### config.mk
export PLATFORM = sky130hd
export DESIGN_NAME = ysyx_25020047_lsu
export DESIGN_NICKNAME = d
export VERILOG_FILES = /design/src/rtl/ysyx_25020047_lsu.sv
export SDC_FILE = /design/constraint.sdc
export NUM_CORES = 1
export LEC_CHECK = 0
export ABC_CLOCK_PERIOD_IN_PS = 2800
export BUFFER_PORTS_ARGS = -buffer_cell sky130_fd_sc_hd__buf_2
export CAP_MARGIN = 30
export CORE_MARGIN = 1.5
export CORE_UTILIZATION = 35
export CTS_CLUSTER_SIZE = 24
export DETAILED_ROUTE_END_ITERATION = 7
export PLACE_DENSITY = 0.67
export SYNTH_ARGS = -nofsm -noshare
export SYNTH_HDL_FRONTEND = slang
export SYNTH_SLANG_ARGS = --single-unit
### constraint.sdc
create_clock -name clk -period 2.8 [get_ports clk]
set_input_delay 0.84 -clock clk [delete_from_list [all_inputs] [get_ports clk]]
set_output_delay 0.84 -clock clk [all_outputs]
set_load 0.02 [all_outputs]
### src/rtl/ysyx_25020047_lsu.sv
// Load/store unit: one outstanding data-memory access with lane steering.
// Define LSU_MISALIGN_TRAP_EN to fault misaligned accesses instead of aligning.
module ysyx_25020047_lsu #(
   parameter int unsigned TIMEOUT_CYCLES = 255,
   parameter int unsigned CNT_W          = 8
) (
   input  logic        clk,
   input  logic        rst,
   input  logic        in_valid,
   output logic        in_ready,
   input  logic        in_read,
   input  logic        in_write,
   input  logic [31:0] in_addr,
   input  logic [31:0] in_wdata,
   input  logic [2:0]  in_funct3,
   output logic        mem_req_valid,
   input  logic        mem_req_ready,
   output logic        mem_we,
   output logic [31:0] mem_addr,
   output logic [31:0] mem_wdata,
   output logic [3:0]  mem_wmask,
   input  logic        mem_rsp_valid,
   input  logic [31:0] mem_rdata,
   output logic        out_valid,
   input  logic        out_ready,
   output logic [31:0] out_rdata,
   output logic        out_err
);

   typedef enum logic [1:0] {IDLE, REQ, WAIT, RESP} state_t;

   localparam logic [CNT_W-1:0] TO = CNT_W'(TIMEOUT_CYCLES);

   state_t            state_q, state_d;
   logic [29:0]       addr_q, addr_d;
   logic [31:0]       wdata_q, wdata_d;
   logic [31:0]       rdata_q, rdata_d;
   logic [3:0]        wmask_q, wmask_d;
   logic [2:0]        f3_q, f3_d;
   logic [1:0]        off_q, off_d;
   logic              we_q, we_d;
   logic              err_q, err_d;
   logic [CNT_W-1:0]  cnt_q, cnt_d;

   logic [1:0]  off_in;
   logic [31:0] st_data;
   logic [3:0]  st_mask;
   logic        bad_op;
   logic        trap;
   logic [31:0] shifted;
   logic [31:0] ld_data;

   // Halfword/word offsets are forced to natural alignment here.
   always_comb begin
      off_in  = in_addr[1:0];
      st_data = in_wdata;
      st_mask = 4'b1111;
      case (in_funct3[1:0])
         2'b00: begin
            st_data = {4{in_wdata[7:0]}};
            st_mask = 4'b0001 << in_addr[1:0];
         end
         2'b01: begin
            off_in  = {in_addr[1], 1'b0};
            st_data = {2{in_wdata[15:0]}};
            st_mask = 4'b0011 << {in_addr[1], 1'b0};
         end
         default: off_in = 2'b00;
      endcase
   end

   assign bad_op = (in_read == in_write) || (in_funct3 == 3'b011) ||
                   (in_funct3[2:1] == 2'b11) || (in_write && in_funct3[2]);

`ifdef LSU_MISALIGN_TRAP_EN
   assign trap = ((in_funct3[1:0] == 2'b01) && in_addr[0]) ||
                 ((in_funct3[1:0] == 2'b10) && (|in_addr[1:0]));
`else
   assign trap = 1'b0;
`endif

   assign shifted = mem_rdata >> {off_q, 3'b000};

   always_comb begin
      case (f3_q)
         3'b000:  ld_data = {{24{shifted[7]}}, shifted[7:0]};
         3'b100:  ld_data = {24'h0, shifted[7:0]};
         3'b001:  ld_data = {{16{shifted[15]}}, shifted[15:0]};
         3'b101:  ld_data = {16'h0, shifted[15:0]};
         default: ld_data = shifted;
      endcase
   end

   always_comb begin
      state_d = state_q;
      addr_d  = addr_q;
      wdata_d = wdata_q;
      rdata_d = rdata_q;
      wmask_d = wmask_q;
      f3_d    = f3_q;
      off_d   = off_q;
      we_d    = we_q;
      err_d   = err_q;
      cnt_d   = cnt_q;
      case (state_q)
         IDLE: begin
            if (in_valid) begin
               addr_d  = in_addr[31:2];
               f3_d    = in_funct3;
               off_d   = off_in;
               we_d    = in_write;
               wdata_d = st_data;
               wmask_d = in_write ? st_mask : 4'b0000;
               rdata_d = 32'h0;
               err_d   = 1'b0;
               if (bad_op || trap) begin
                  state_d = RESP;
                  err_d   = 1'b1;
               end else begin
                  state_d = REQ;
               end
            end
         end
         REQ: begin
            if (mem_req_ready) begin
               state_d = WAIT;
               cnt_d   = '0;
            end
         end
         WAIT: begin
            cnt_d = (&cnt_q) ? cnt_q : cnt_q + 1'b1;
            if (mem_rsp_valid) begin
               state_d = RESP;
               rdata_d = we_q ? 32'h0 : ld_data;
            end else if ((TIMEOUT_CYCLES != 0) && (cnt_q == TO)) begin
               state_d = RESP;
               err_d   = 1'b1;
               rdata_d = 32'h0;
            end
         end
         RESP: begin
            if (out_ready) state_d = IDLE;
         end
         default: state_d = IDLE;
      endcase
   end

   always_ff @(posedge clk) begin
      if (rst) begin
         state_q <= IDLE;
         addr_q  <= '0;
         wdata_q <= '0;
         rdata_q <= '0;
         wmask_q <= '0;
         f3_q    <= '0;
         off_q   <= '0;
         we_q    <= 1'b0;
         err_q   <= 1'b0;
         cnt_q   <= '0;
      end else begin
         state_q <= state_d;
         addr_q  <= addr_d;
         wdata_q <= wdata_d;
         rdata_q <= rdata_d;
         wmask_q <= wmask_d;
         f3_q    <= f3_d;
         off_q   <= off_d;
         we_q    <= we_d;
         err_q   <= err_d;
         cnt_q   <= cnt_d;
      end
   end

   assign in_ready      = (state_q == IDLE);
   assign mem_req_valid = (state_q == REQ);
   assign mem_we        = we_q;
   assign mem_addr      = {addr_q, 2'b00};
   assign mem_wdata     = wdata_q;
   assign mem_wmask     = wmask_q;
   assign out_valid     = (state_q == RESP);
   assign out_rdata     = rdata_q;
   assign out_err       = err_q;

endmodule
Yosys cells after proc, flatten, opt, wreduce, memory -nomap -nowiden
Cells that the tools add are included.
{ "totals": {"reg_bits": 115, "elab_cells": 72} }
{ "classes": {"n_addsub": 1, "eq_ne": 18, "shift": 3, "n_mux": 25, "reduce_logical": 15} }
{ "ops": {"columns": ["op", "count"], "rows": [
  ["$mux 32", 4],
  ["$pmux 32 s2", 2],
  ["$pmux 32 s4", 1],
  ["$shr 32x5->32", 1],
  ["$mux 8", 2],
  ["$pmux 8 s2", 1],
  ["$mux 2", 6],
  ["$add 8x1->8 const B", 1],
  ["$eq 8x8->1 const B", 1],
  ["$ne 2x2->1 const B", 4],
  ["$pmux 2 s4", 1],
  ["$pmux 4 s2", 1],
  ["$reduce_and 4->1", 2],
  ["$reduce_and 8->1", 1],
  ["$eq 2x2->1 const B", 3],
  ["$eq 3x3->1 const B", 2],
  ["$reduce_and 3->1", 2],
  ["$eq 2x1->1 const B", 2],
  ["$logic_not 2->1", 2],
  ["$mux 1", 4],
  ["$mux 4", 1],
  ["$ne 2x1->1 const B", 2],
  ["$pmux 2 s2", 1],
  ["$reduce_bool 2->1", 2],
  ["11 further kinds", 13]
]} }

Depth between registers and ports, before layout
{ "logic_depth": {"word_depth": 7, "ltp_mapped": 8, "depth_no_buf": 6} }

Worst setup path after synthesis
Ideal clock, no wire load.
{ "synth_timing": {"path_type": "input to register", "startpoint": "in rst", "endpoint": "reg rdata_q[30] (netlist: out_rdata[30])", "arrival_time_ns": 2.076, "t_required_ns": 2.677, "slack_ns": 0.602, "cell_stages": 6, "cell_sequence": "clkbuf_1 -> and4bb_2 -> nand2_1 -> a2111oi_4 -> buf_6 -> a221o_2"} }
{ "synth_lines": {"columns": ["item", "line", "rtl"], "rows": [
  ["start: declaration", "8", "input logic rst,"],
  ["end signal: assignment", "164", "rdata_q <= rdata_d;"],
  ["end: declaration", "37", "logic [31:0] rdata_q, rdata_d;"]
]} }

Worst setup path after layout
{ "layout_timing": {"startpoint": "reg state_q[0]", "endpoint": "out in_ready"} }
{ "layout_between": {"elab_chain_len": 1} }
{ "layout_lines": {"columns": ["item", "line", "rtl"], "rows": [
  ["start: declaration", "34", "state_t state_q, state_d;"],
  ["start signal: assignment", "161", "state_q <= state_d;"],
  ["$logic_not 2->1", "174", "assign in_ready = (state_q == IDLE);"],
  ["end: declaration", "10", "output logic in_ready,"]
]} }
Every way passes these cells.

==> impl_metrics.yaml <==
worst_hold_path:
  hp-class: "register to register"
clock_tree:
  postCtsHoldBufs: 0
  cts_buffers: 17
  clock_path_buffers: 2
  cts.repair.resized: 0
  cts_tree: "yes"
  htree_levels: 4
  cts.sinks: 115
  cts.clk_slew.worst_paths_ns: 0.05
  clockRootBuffer: "clkbuf_16"
  insertion_delay_ns: 0.41
  postCtsSetupRepairBufs: 0
global_route:
  grt_antenna_before_repair: 2
  grt_max_degree: 84
  overflow: 0
  grt_pass1_wl_um: 23050
  grt_pass1_vias: 4652
  grt.total_usage_pct: 19.38
power_and_ir_drop:
  p_per_area_nw_per_um2: 877.7
  leakagePower_nw: 3.131
  irDropWorstVdd_uv: 479.7
timing:
  worst_slew_pin_slew_ns: 0.9051
  slew_violations: 0
  post-route-period-util_pct: 81.82
  setup_ws_ns: 0.5091
  finalSetupTns_ns: 0
  setup_viol: 0
  fin_crit_ns: 2.291
  hold_viol_final: 0
  fmax_mhz: 436.5
  slew_headroom_pct: 39.66
  rsz0062_at_grt: "false"
  clock_skew_ns: 0.006631
route:
  totalWireLength_um: 14730
  viasPerCell: 5.044
  via_count: 4983
  drc_errors: 0
  dr.pass1.iters: 5
  drtIter0Drc: 271
  antenna_left: 0
  wire_per_inst_um: 14.90
setup_path:
  cp.required_ns: 1.96
  path_max_fanout: 10
  path_class: "register to output port"
  arrival_ns: 1.45
  cp-start-kind: "register"
  cp-end-kind: "output port"
yosys:
  ys_types: 52
  ys_warn_count: 0
  avgSynthCellArea_sq_um: 8.451
  synth_seq_area_share_pct: 45.18
  netlist_area_sq_um: 5096
  yosys_most_used_dff: "dfxtp_1"
  synth_edf_count: 0
  async_flop_share_pct: 0
  synth-seq-cells: 115
  synthCells: 603
final_layout:
  fin_area_sq_um: 6892
  final_util_pct: 49.08
  drive_gt1_share_pct: 32.84
  area_growth_pct: 35.23
  nets: 907
  nFillCells: 1386
placed_design:
  port_buffers: 209
  place_congestion: 0.8142
  place_area_sq_um: 6279
  dp_hpwl_um: 10490
  post-place-ws_ns: 0.2115
die:
  coreArea_sq_um: 14040
  io_pins: 212
  rows: 43
  die_width_um: 123.7
  initial_core_util_pct: 36.29
  dieArea_sq_um: 15290
  fp.dieH_um: 123.7
status:
  status: "completed"
run:
  cap_violations: 0
-- worst paths after layout --
check	start	to	slack (ns)	depth (start not counted)
hold / removal	addr_q[21]$_SDFFE_PP0P_	addr_q[21]$_SDFFE_PP0P_	0.45	2
hold reg to reg	addr_q[21]$_SDFFE_PP0P_	addr_q[21]$_SDFFE_PP0P_	0.45	2
setup / recovery	state_q[0]$_SDFFE_PP0P_	in_ready	0.51	3
setup reg to reg	state_q[0]$_SDFFE_PP0P_	out_rdata[31]$_SDFFE_PP0P_	0.68	6
-- sequential cells by signal, indices dropped and copies added, names as in the netlist --
| name | cells |
|---|---|
| f3_q | 3 |
| cnt_q | 8 |
| mem_we | 1 |
| state_q | 2 |
| out_rdata | 32 |
| addr_q | 30 |
| off_q | 2 |
| out_err | 1 |
| mem_wmask | 4 |
| mem_wdata | 32 |
-- layout by cell type (no fill, tap or decap), drive strengths merged, types with 2 or more instances in the layout --
cell	Yosys	final
a2111oi	2	2
a211o	15	15
a211oi	9	9
a21oi	71	71
a221o	9	9
a221oi	2	2
a311oi	9	9
a32o	7	7
and2	3	3
buf	11	221
bufinv	0	3
clkbuf	38	21
clkinv	0	5
clkinvlp	0	2
conb	1	2
dfxtp	115	115
ha	5	5
inv	7	7
mux2i	33	33
nand2	132	132
nand3	6	6
nand3b	8	8
nand4	3	3
nor2	39	39
nor2b	10	10
nor3b	3	3
o2111ai	2	2
o211ai	3	3
o21a	2	2
o21ai	28	28
o2bb2ai	7	7
o31ai	2	2
or3	4	4
or4	2	2
xor2	2	2
-- area by class of cell --
cell class | instances | area (sq um) | area share (%)
multi-input combinational | 433 | 2575 | 37.36
sequential | 115 | 2303 | 33.42
timing repair buffer | 221 | 1149 | 16.67
clock buffer | 21 | 480.5 | 6.972
tap | 180 | 225.2 | 3.268
clock inverter | 10 | 130.1 | 1.888
inverter | 7 | 26.28 | 0.3813
antenna | 1 | 2.502 | 0.03631
-- critical path, stage by stage, from the launching register on --
cell and delay [ns]:
dfxtp_1 0.33, inv_1 0.09, ha_1 0.38, buf_2 0.24
-- report_power, final --
group	switching [W]	internal [W]	total, W
logic	0.00118	0.000619	0.00180
clock network	0.000739	0.00148	0.00222
registers	0.000137	0.00189	0.00203
-- metrics by stage --
| stage | hold WS (ns) | total power, W | instances |
|---|---|---|---|
| after detailed placement | 0.4449 | 0.003877 | 956 |
| after floorplan | 0.4492 | 0.003289 | 604 |
| final | 0.4502 | 0.006049 | 988 |
| after global placement | 0.4388 | 0.003861 | 956 |
| after CTS | 0.4522 | 0.006118 | 987 |
| after global routing | 0.4662 | 0.006391 | 987 |
-- synth_stat cells, types with 3 or more instances --
library cell,number,area share (%)
a211o_1,15,2.6
a211oi_1,9,1.3
a21oi_1,71,7.0
a221o_1,7,1.4
a311oi_1,9,1.5
a32o_1,7,1.4
and2_1,3,0.37
buf_1,4,0.29
buf_2,3,0.29
buf_4,3,0.44
clkbuf_1,38,2.8
dfxtp_1,115,45
ha_1,5,1.2
inv_1,7,0.52
mux2i_1,33,6.5
nand2_1,132,9.7
nand3_1,6,0.59
nand3b_1,8,1.2
nand4_1,3,0.37
nor2_1,39,2.9
nor2b_1,10,1.2
o211ai_1,3,0.44
o21ai_0,27,2.7
o2bb2ai_1,7,1.2
or3_1,4,0.49
-- metal layers --
| layer | part of all wire, % | vias to the layer above | GRT usage [%] |
|---|---|---|---|
| li1 | - | 2526 | - |
| met1 | 45 | 2271 | 24.70 |
| met2 | 46 | 165 | 30.28 |
| met3 | 7.7 | 19 | 6.639 |
| met4 | 1.6 | 2 | 7.256 |
| met5 | 0.088 | - | 0 |
-- logic make-up (layout without fill, tap and decap cells) --
logic type	after synthesis	after routing	synth area share, %
other cells	1	3	0.07359
mux	35	35	7.145
simple gates	215	215	18.41
flops	115	115	45.18
compound gates	174	174	23.05
buf+inv	56	259	4.567
fa+ha+maj	5	5	1.228
xor+xnor	2	2	0.3438
Note: power is estimated with default switching activity, not from simulation.
